[src/rtl/monkey_key_decoder.sv]
// PS/2 scan-code decoder for the monkey direction keys.
// Each direction output is the OR of arrow-held, WASD-held and a per-frame sticky press.
module monkey_key_decoder #(
  parameter int TIMEOUT_CYCLES = 63000,
  parameter bit ENABLE_WASD    = 1'b1
) (
  input  logic       clk,
  input  logic       resetN,
  input  logic       startOfFrame,
  input  logic [7:0] scanByte,
  input  logic       byteValid,
  output logic       leftPressed,
  output logic       rightPressed,
  output logic       upPressed,
  output logic       downPressed,
  output logic       keyEvent
);

  localparam int CW = $clog2(TIMEOUT_CYCLES + 1);

  typedef enum logic [1:0] {IDLE, EXT, BRK, EXT_BRK} state_t;

  state_t          state_q, state_d;
  logic [CW-1:0]   toCnt_q, toCnt_d;
  logic [3:0]      heldExt_q, heldExt_d;
  logic [3:0]      heldStd_q, heldStd_d;
  logic [3:0]      sticky_q, sticky_d;
  logic [3:0]      dir_q, dir_d;
  logic            keyEvent_q, keyEvent_d;

  logic [3:0]      makeExt, brkExt, makeStd, brkStd;
  logic [3:0]      extCode, stdCode;

  // Direction one-hot: bit0 left, bit1 right, bit2 up, bit3 down.
  always_comb begin
    extCode = '0;
    case (scanByte)
      8'h6B:   extCode = 4'b0001;
      8'h74:   extCode = 4'b0010;
      8'h75:   extCode = 4'b0100;
      8'h72:   extCode = 4'b1000;
      default: extCode = '0;
    endcase
  end

  always_comb begin
    stdCode = '0;
    if (ENABLE_WASD) begin
      case (scanByte)
        8'h1C:   stdCode = 4'b0001;
        8'h23:   stdCode = 4'b0010;
        8'h1D:   stdCode = 4'b0100;
        8'h1B:   stdCode = 4'b1000;
        default: stdCode = '0;
      endcase
    end
  end

  always_ff @(posedge clk) begin
    if (!resetN) begin
      state_q <= IDLE;
      toCnt_q <= '0;
    end else begin
      state_q <= state_d;
      toCnt_q <= toCnt_d;
    end
  end

  // A byte always takes priority over the timeout, since it restarts the counter.
  always_comb begin
    state_d = state_q;
    toCnt_d = (byteValid || state_q == IDLE) ? '0 : toCnt_q + 1'b1;
    if (byteValid) begin
      case (state_q)
        IDLE:    state_d = (scanByte == 8'hE0) ? EXT :
                           (scanByte == 8'hF0) ? BRK : IDLE;
        EXT:     state_d = (scanByte == 8'hF0) ? EXT_BRK :
                           (scanByte == 8'hE0) ? EXT : IDLE;
        BRK:     state_d = (scanByte == 8'hF0) ? BRK :
                           (scanByte == 8'hE0) ? EXT : IDLE;
        EXT_BRK: state_d = (scanByte == 8'hF0) ? EXT_BRK : IDLE;
        default: state_d = IDLE;
      endcase
    end else if (state_q != IDLE && toCnt_q == CW'(TIMEOUT_CYCLES - 1)) begin
      state_d = IDLE;
    end
  end

  always_comb begin
    makeExt = '0;
    brkExt  = '0;
    makeStd = '0;
    brkStd  = '0;
    if (byteValid) begin
      case (state_q)
        IDLE:    makeStd = stdCode;
        EXT:     makeExt = extCode;
        BRK:     brkStd  = stdCode;
        EXT_BRK: brkExt  = extCode;
        default: ;
      endcase
    end
  end

  always_comb begin
    heldExt_d  = (heldExt_q | makeExt) & ~brkExt;
    heldStd_d  = (heldStd_q | makeStd) & ~brkStd;
    sticky_d   = (sticky_q & ~{4{startOfFrame}}) | makeExt | makeStd;
    dir_d      = heldExt_d | heldStd_d | sticky_d;
    keyEvent_d = |{makeExt, brkExt, makeStd, brkStd};
  end

  always_ff @(posedge clk) begin
    if (!resetN) begin
      heldExt_q  <= '0;
      heldStd_q  <= '0;
      sticky_q   <= '0;
      dir_q      <= '0;
      keyEvent_q <= 1'b0;
    end else begin
      heldExt_q  <= heldExt_d;
      heldStd_q  <= heldStd_d;
      sticky_q   <= sticky_d;
      dir_q      <= dir_d;
      keyEvent_q <= keyEvent_d;
    end
  end

  assign leftPressed  = dir_q[0];
  assign rightPressed = dir_q[1];
  assign upPressed    = dir_q[2];
  assign downPressed  = dir_q[3];
  assign keyEvent     = keyEvent_q;

endmodule

[config.mk]
export PLATFORM = sky130hd
export DESIGN_NAME = monkey_key_decoder
export DESIGN_NICKNAME = d
export VERILOG_FILES = /design/src/rtl/monkey_key_decoder.sv
export SDC_FILE = /design/constraint.sdc
export NUM_CORES = 1
export LEC_CHECK = 0
export ABC_AREA = 1
export BUFFER_PORTS_ARGS = -buffer_cell sky130_fd_sc_hd__buf_2
export CAP_MARGIN = 20
export CORE_MARGIN = 4
export CORE_UTILIZATION = 40
export CTS_BUF_LIST = sky130_fd_sc_hd__clkbuf_8
export DETAILED_ROUTE_END_ITERATION = 7
export PLACE_DENSITY_LB_ADDON = 0.1
export REMOVE_ABC_BUFFERS = 1
export SLEW_MARGIN = 30
export SYNTH_ARGS = -nofsm -noshare
export SYNTH_HDL_FRONTEND = slang
export SYNTH_SLANG_ARGS = --single-unit
[constraint.sdc]
create_clock -name clk -period 1.38 [get_ports clk]
set_input_delay 0.069 -clock clk [delete_from_list [all_inputs] [get_ports clk]]
set_output_delay 0.069 -clock clk [all_outputs]
set_load 0.1 [all_outputs]
---- Word level (Yosys, flattened, before mapping) ----
Cells that the tools add are included.
cells by class
  $add $sub $neg .......................... 1
  equal/unequal tests ..................... 14
  multiplexer cells ....................... 19
  bitwise operators ....................... 13
  reductions and logical operators ........ 7
operators with widths
  operator                                        count
  == test 8 x 7 -> 1 bit (second input constant)  4
  2-to-1 mux 4 bit                                8
  case mux 4 bit (4 select lines)                 2
  == test 8 x 5 -> 1 bit (second input constant)  3
  OR 4 bit                                        6
  adder 16 x 1 -> 16 bit (second input constant)  1
  == test 16 bit (second input constant)          1
  == test 8 bit (second input constant)           2
  OR reduction 16 bit                             1
  2-to-1 mux 2 bit                                7
  bitwise AND 4 bit                               3
  inverter 4 bit                                  3
  == test 8 x 6 -> 1 bit (second input constant)  1
  case mux 2 bit (4 select lines)                 1
  == test 2 bit (second input constant)           2
  nonzero test 2 bit                              2
  == test 2 x 1 -> 1 bit (second input constant)  1
  zero test 2 bit                                 1
  OR reduction 2 bit                              1
  logical AND 1 bit                               1
  logical OR 1 bit                                1
  2-to-1 mux 1 bit                                1
  inverter 1 bit                                  1
storage, ports and cells
  register bits ........................... 35
  input port bits ......................... 12
  output and inout port bits .............. 5
  word-level logic and storage cells ...... 61

---- Logic depth before layout (Yosys ltp) ----
Gate-level depths: netlist of run 1.
  depth in word-level cells ............... 8
  gate-level depth with buffers ........... 9
  mapped depth without buffers ............ 9

---- Least setup slack after synthesis of run 1 ----
OpenSTA, ideal clock, no wires.
  kind .................................... flip-flop to flip-flop
  start point ............................. reg toCnt_q[0]
  end point ............................... reg toCnt_q[12]
  arrival ................................. 1.126 ns
  data required time ...................... 1.261 ns
  setup slack ............................. 0.135 ns
  cell stages (with the launch flop) ...... 8
  period minus slack after synthesis ...... 1.245 ns
  cell sequence ........................... dfxtp_1 > ha_1 > nand3_1 > inv_1 > nand3_2 > nor2_2 > nand2_1 > nor3b_2
between the ends
  longest elaborated chain between the ends .. 1
ends and longest elaborated chain
  element                 line  source
  start, declared         24    logic [CW-1:0] toCnt_q, toCnt_d;
  start signal, assigned  65    toCnt_q <= toCnt_d;
  adder 16 x 1 -> 16 bit  72    toCnt_d = (byteValid || state_q == IDLE) ? '0 : toCnt_q + 1'b1;
Every way passes these cells.
A chain may end at the register's enable or synchronous reset.

---- Worst setup path in the final report of run 1 ----
  start point ............................. reg toCnt_q[7]
  end point ............................... reg toCnt_q[13]
Same word-level chain as after synthesis.

==> results.tsv, run 1 <==
metric	value	unit
run_status	completed	
library_cells_used_by_synthesis	25	
die_width	74.7	um
floorplan.die_area	5590	um^2
row_count	24	
globalRouteOverflowTotal	0	
synth-edff-count	0	
clk_root_buf	clkbuf_8	
synth_warnings	0	
drcViolationCount	0	
layout_cell_area_excl_fill	2120	um^2
required_time_reported_for_the_critical_path_endpoint	1560	ps
design.portCount	17	
comb_power_share	0.047	
dp_hpwl	2960	um
worstHoldPathType	input pin to flip-flop	
cellPowerDensity	864	nW/um^2
maxSlewHeadroom	0.678	
rr_worst_depth	7	
worstSetupStartpointType	flip-flop	
clk_transition_reported_paths	70	ps
synth_top_area_share	0.393	
vdd_drop_max	466	uV
routabilityCongestion	0.806	
synthTopCellsByCount	nand2_1, inv_1, nand3_1	
setup.worst_path.end_class	flip-flop	
die_ht	74.7	um
detail_route.iter0.violations	69	
global_route_wire_length_before_repair	6420	um
path_max_fanout	4	
final.fill_count	472	
ys_ff_latch	35	
setup-violations-final	0	
grt_max_degree	15	
final_net_count	314	
cts_max_level	2	
avgSynthCellArea	6.60	um^2
whs_path_depth	3	
detail_route.first_pass.iterations	5	
post-route-period-util	0.946	
place.port_buffers	16	
tritoncts_num_sinks	35	
crit_type	flip-flop to flip-flop	
routed_wl	3840	um
synthCells	270	
clockBufferDepth	2	
cp_data_arrival_time	1480	ps
cellLeakagePower	1.06	nW
groute.usage.overall	0.150	
synthToLayoutAreaGrowth	19.2	%
share_of_layout_cells_above_drive_strength_1	0.209	
vias	1670	
top_cells_by_area_in_the_synthesized_netlist	dfxtp_1, nand2_1, nand3_1, inv_1, nor2_1	
cts-buffers-inserted	5	
core_area	4320	um^2
max_cap_viol_count	0	
maxSlewViolCount	0	
worstSkewPairLatency	290	ps
antenna_found_initial	0	
placedInstanceArea	1990	um^2
seq_power_share	0.549	
wl_cell	10.9	um
asyncSetResetFlopFracSynth	0	
power.share.switching	0.246	
finalHoldWorstSlack	60.2	ps
achievable_clock_frequency	766	MHz
syn-cell-area	1780	um^2
shortest_period_the_worst_path_allows	1310	ps
report.final.hold_viol_count	0	
tritoncts_clock_tree	done	
synth_flop_cell	dfxtp_1	
floorplan.initialDensity	0.412	
final_antenna_net_count	0	
worst_pin_slew	486	ps
grt_pass1_vias	1485	
synth.most_common_cell	nand2_1	
power.net_switching	0.451	mW
share_clk_of_total_power	0.404	
internal_power	1.38	mW
synth_sequential_area_ratio	0.393	
fin_skew	2.32	ps
yosysTopAreaCell	dfxtp_1	
diodes	0	
post_drt_via_cell_ratio	4.72	
power by group through the flow:
stage | sequential (mW) | clock [mW] | combinational, mW
2_1_floorplan | 1.04 | 0 | 0.0404
3_3_place_gp | 1.03 | 0 | 0.0877
3_5_place_dp | 1.03 | 0 | 0.0875
4_1_cts | 1.01 | 0.776 | 0.0880
5_1_grt | 1.01 | 0.817 | 0.102
6_report | 1.01 | 0.741 | 0.0871
worst paths after layout:
check,from,end,slack (ps)
setup / recovery,toCnt_q[7],toCnt_q[13],70
hold / removal,resetN,keyEvent,60
setup reg to reg,toCnt_q[7],toCnt_q[13],70
hold reg to reg,toCnt_q[0],toCnt_q[0],440
routing by layer:
metal / track usage / part of all wire / vias to the layer above
met5: 0 / 0 / -
met3: 0.0401 / 0.035 / 8
met4: 0.0593 / 0.021 / 0
met1: 0.180 / 0.47 / 730
met2: 0.256 / 0.48 / 25
li1: - / - / 907
placed cells by master, fill, tap and decap left out, types with 2 or more instances in the layout:
master	n
or2_2	3
nand4_1	2
nor2_1	33
nand3_2	2
nand2_1	62
clkinvlp_4	2
nor3_4	2
dfxtp_2	3
o211ai_1	2
a21oi_1	11
buf_2	16
clkbuf_8	5
dfxtp_1	30
nor3_1	5
inv_2	4
nor2_2	4
inv_1	47
o21ai_0	5
nand2_2	2
nor2_4	4
dfxtp_4	2
nand3_1	37
buf_4	9
worst max-delay path, stage by stage (launching register included):
cell and delay, ps:
dfxtp_1 400, nand2_1 130, inv_1 100, nand3_1 110, nor2_4 150, nand2_1 80, o21ai_0 170, a21oi_1 60
state kept, by name (all words and copies together), names as in the netlist:
| name | cells |
|---|---|
| state_q | 2 |
| heldExt_q | 4 |
| heldStd_q | 4 |
| dir_q | 4 |
| keyEvent | 1 |
| toCnt_q | 16 |
| sticky_q | 4 |
stage by stage:
step	instances	utilization	worst slack [ps]	setup TNS (ps)	total power, mW
2_1_floorplan	269	-	135	0	1.08
3_3_place_gp	346	0.460	61.1	0	1.12
3_5_place_dp	346	0.460	49.4	0	1.12
4_1_cts	354	0.481	30.8	0	1.87
5_1_grt	354	0.491	-42.4	-57.0	1.92
6_report	354	0.491	74.9	0	1.83
cell families after synthesis:
logic type               Yosys count  synth area share
XOR/XNOR                           1           0.00492
buffers and inverters             52             0.110
adder cells (fa/ha/maj)            1           0.00702
AO/OA/AOI/OAI                     21            0.0646
AND/OR/NAND/NOR                  160             0.421
flip-flops                        35             0.393
area by class of cell:
type                    instances  area [um^2]  share of cell area
multi-input cells             183          920               0.433
flip-flops and latches         35          712               0.335
inverters                      51          191              0.0901
repair buffers                 25          148              0.0695
clock buffers                   5         68.8              0.0324
well taps                      52         65.1              0.0306
clock inverters                 3         20.0             0.00942
repair_timing:
item | CTS | global route
endpoints found under the setup margin | 0 | 10
hold buffers | 0 | 0
hold endpoints to repair | 0 | 0
buffers inserted | 0 | 0
gates resized for setup | 0 | 16
No activity file was read; power rests on OpenSTA's default activity.
==> run 2: changes to the inputs <==
CAP_MARGIN = 40   (was 20)
CORE_MARGIN = 2   (was 4)
==> run 2 against run 1 <==
  * Power grew 9.9%
  * Register-to-register slack gained 20 ps
  * Global-route usage grew 1.2 points
  * Utilization grew 0.26 points
  * Worst hold slack lost 5.2 ps
  * Combinational power grew 0.8%
  * Sequential share of layout area shrank 0.29 points
  * Non-clock buffer count shrank 1
  * First-iteration DRC count grew 55%
  * Fmax grew 1.6%
  * Largest cell class unchanged
==> results.tsv, run 2 (synthesized netlist as in run 1, its figures left out) <==
metric	value	unit
report.final.hold_viol_count	0	
grt_pass1_vias	1500	
cts_setup_buffers	0	
most-common-layout-cells	nand2_1, inv_1, nand3_1, nor2_1, dfxtp_1	
dp_hpwl	2990	um
globalRouteOverflowTotal	0	
die_width	70.7	um
detail_route.iter0.violations	107	
max_cap_viol_count	0	
final_util	0.494	
vias	1661	
tns	0	ps
worstSetupStartpointType	flip-flop	
shortest_period_the_worst_path_allows	1290	ps
cts_max_level	2	
required_time_reported_for_the_critical_path_endpoint	1600	ps
crit_type	flip-flop to flip-flop	
worstHoldPathType	input pin to flip-flop	
setup-violations-final	0	
post_drt_via_cell_ratio	4.71	
row_count	24	
place.port_buffers	16	
share_of_layout_cells_above_drive_strength_1	0.206	
die_ht	70.7	um
achievable_clock_frequency	778	MHz
top_register	toCnt_q	
path_max_fanout	3	
core_area	4320	um^2
worstSkewPairLatency	290	ps
clk_root_buf	clkbuf_8	
clk_transition_reported_paths	80	ps
post-route-period-util	0.931	
setup.worst_path.end_class	flip-flop	
synthToLayoutAreaGrowth	19.9	%
floorplan.die_area	5000	um^2
tritoncts_num_sinks	35	
cts_repair_resize_count	0	
cp_data_arrival_time	1500	ps
cellPowerDensity	944	nW/um^2
antenna_found_initial	0	
floorplan.initialDensity	0.412	
maxSlewViolCount	0	
grt_max_degree	15	
routed_wl	3850	um
fin_skew	10.9	ps
largest_reg_flops	16	
routabilityCongestion	0.845	
detailedPlace.worstSlack	31.3	ps
cts-buffers-inserted	5	
hold_buffers	0	
finalPower	2.02	mW
maxSlewHeadroom	0.679	
groute.usage.overall	0.162	
global_route_wire_length_before_repair	6400	um
drcViolationCount	0	
final_critical_path_setup_slack	95.0	ps
detail_route.first_pass.iterations	4	
run_status	completed	
wl_cell	10.9	um
design.portCount	17	
cellLeakagePower	1.07	nW
worst_pin_slew	485	ps
final_net_count	313	
clockBufferDepth	2	
final_antenna_net_count	0	
most_common_cell_after_layout_fill_and_taps_aside	nand2_1	
tritoncts_clock_tree	done	
diodes	0	
vdd_drop_max	635	uV
[run 2: cell types whose count changed in the layout (fill, tap and decap cells not counted), sizes merged]
cell,delta
buf,-1
bufinv,+1
clkinv,+1
clkinvlp,-2
[run 2: report_power, final]
part	switching (mW)	internal [mW]	leakage [nW]
logic	0.0609	0.0269	0.728
clock network	0.380	0.538	0.0581
registers	0.000382	1.01	0.285
[run 2: critical path, stage by stage (launching register included)]
cell     delay (ps)
dfxtp_1         360
inv_1            60
nor3_1          230
nand3_1         150
or2_2           290
a21oi_1         120
[run 2: final cells by class]
cell class / instances / area [um^2]
Fill cell: 451 / 2190
Multi-Input combinational cell: 183 / 917
Sequential cell: 35 / 709
Inverter: 51 / 191
Timing Repair Buffer: 24 / 140
Clock buffer: 5 / 68.8
Tap cell: 52 / 65.1
Clock inverter: 3 / 43.8
[run 2: path summary, 6_finish.rpt]
kind	start	to	slack [ps]	depth (start not counted)
setup / recovery	toCnt_q[14]	toCnt_q[15]	90	5
hold / removal	resetN	keyEvent	50	3
setup reg to reg	toCnt_q[14]	toCnt_q[15]	90	5
hold reg to reg	toCnt_q[0]	toCnt_q[0]	430	1
[run 2: per-layer routing]
metal  share of wire  routed length (um)  track usage
met3           0.037                 144       0.0456
met4           0.015                  56       0.0671
met2            0.49                1900        0.278
met1            0.45                1750        0.190
met5               0                   0            0
[run 2: through the flow]
stage	instances	hold slack, ps	cell area, um^2
after floorplan	269	185	1780
after global placement	345	354	1980
after detailed placement	345	352	1980
after CTS	353	44.3	2100
after global routing	353	87.0	2140
final	353	55.0	2140
==> run 3: changes to the inputs <==
CORE_MARGIN = default   (was 2)
==> run 3 against run 2 <==
  * Global-route usage grew 2.4 points
  * Critical path depth grew 2
  * Critical path type unchanged
  * Non-clock buffer count grew 2
  * Critical endpoint is now toCnt_q[11]
  * Sequential power is essentially flat
  * Clock skew shrank 6.1 ps
  * Largest power group unchanged
  * Combinational power grew 3.8%
  * Clock power shrank 27%
  * Via count is essentially flat
  * Power shrank 12%
==> results.tsv, run 3 (synthesized netlist as in run 1, its figures left out) <==
metric	value	unit
worstSetupStartpointType	flip-flop	
crit_type	flip-flop to flip-flop	
crit_path_max_incr_delay	390	ps
setup-violations-final	0	
groute.usage.overall	0.186	
most_common_cell_after_layout_fill_and_taps_aside	nand2_1	
final_antenna_net_count	0	
drcViolationCount	0	
cpMostUsedCell	nand2_1	
die_width	68.7	um
worstSkewPairLatency	290	ps
fin_skew	4.85	ps
routabilityCongestion	0.914	
clockBufferDepth	2	
grt_max_degree	15	
finalHoldWorstSlack	92.9	ps
share_of_layout_cells_above_drive_strength_1	0.213	
clk_transition_reported_paths	70	ps
cellPowerDensity	837	nW/um^2
place.port_buffers	16	
vias	1662	
antenna_found_initial	0	
report.final.hold_viol_count	0	
detail_route.iter0.violations	124	
shortest_period_the_worst_path_allows	1300	ps
tritoncts_clock_tree	done	
post_drt_via_cell_ratio	4.74	
required_time_reported_for_the_critical_path_endpoint	1560	ps
hold_buffers	0	
worstHoldPathType	input pin to flip-flop	
globalRouteOverflowTotal	0	
cp_data_arrival_time	1480	ps
detail_route.first_pass.iterations	4	
final_net_count	315	
max_cap_viol_count	0	
achievable_clock_frequency	769	MHz
final_util	0.510	
worstPathCellList	inv_1 > nor2_2 > nand2_1 > nor2_4 > nand2_1 > o21ai_0 > nor2_1	
maxSlewViolCount	0	
top_register	toCnt_q	
worst_pin_slew	486	ps
cts-buffers-inserted	5	
setup.worst_path.end_class	flip-flop	
tritoncts_num_sinks	35	
maxSlewHeadroom	0.678	
die_ht	68.7	um
floorplan.die_area	4730	um^2
largest_reg_flops	16	
unrepaired_setup_endpoints_after_global_routing	yes	
diodes	0	
routed_wl	3820	um
most-common-layout-cells	nand2_1, inv_1, nand3_1, nor2_1, dfxtp_1	
post-route-period-util	0.942	
standard_cell_with_the_maximum_stage_delay_on_the_critical_path	dfxtp_1	
core_area	4140	um^2
vdd_drop_max	528	uV
row_count	23	
synthToLayoutAreaGrowth	18.7	%
cts_max_level	2	
clk_root_buf	clkbuf_8	
floorplan.initialDensity	0.430	
wl_cell	10.9	um
global_route_wire_length_before_repair	6400	um
grt_pass1_vias	1427	
path_max_fanout	5	
design.portCount	17	
dp_hpwl	2960	um
cellLeakagePower	1.06	nW
run_status	completed	
## run 3: cell count changes in the layout (fill, tap and decap cells not counted), moves of 2 or more
cell	previous run	this run
nor2_2	2	4
nand3_2	1	3
nand3_1	38	36
buf_4	8	10
## run 3: worst paths after layout
check | slack (ps) | from | end | cells past startpoint
min | 90 | resetN | keyEvent | 3
min reg2reg | 420 | toCnt_q[0] | toCnt_q[0] | 1
max | 80 | toCnt_q[3] | toCnt_q[11] | 7
max reg2reg | 80 | toCnt_q[3] | toCnt_q[11] | 7
## run 3: layout make-up
type                       count  area (um^2)
clock buffer                   5         68.8
clock inverter                 1         3.75
fill                         443         2030
inverter                      51          191
multi-input combinational    183          925
sequential                    35          708
tap                           50         62.6
timing repair buffer          26          155
## run 3: report_power, final
group          internal (mW)  switching [mW]
clock                  0.328           0.338
combinational         0.0281          0.0630
sequential              1.01        0.000330
## run 3: metal layers
| metal | GRT usage | vias up | part of all wire |
|---|---|---|---|
| met4 | 0.0765 | 0 | 0.011 |
| li1 | - | 908 | - |
| met3 | 0.0493 | 7 | 0.046 |
| met2 | 0.241 | 29 | 0.38 |
| met5 | 0 | - | 0 |
| met1 | 0.282 | 718 | 0.56 |
## run 3: through the flow
step | cell area [um^2] | setup slack (ps) | power, mW | TNS, ps | std cells
CTS | 2060 | 26.4 | 1.79 | 0 | 350
global placement | 1990 | 33.4 | 1.12 | 0 | 344
global route | 2110 | -15.1 | 1.85 | -21.3 | 351
detailed placement | 1990 | 36.5 | 1.12 | 0 | 344
finish | 2110 | 79.4 | 1.77 | 0 | 351
floorplan | 1780 | 135 | 1.08 | 0 | 269
## run 3: critical path, delay by kind of cell, from the launching register on
| kind | cells | cell delay (ps) |
|---|---|---|
| and+or+nand+nor | 5 | 550 |
| DFF | 1 | 390 |
| AOI/OAI and AO/OA | 1 | 150 |
| buffers and inverters | 1 | 100 |
## run 3: repair_timing
item,in CTS,in global routing
gates resized for setup,0,16
endpoints found under the setup margin,0,11
buffers inserted,0,1
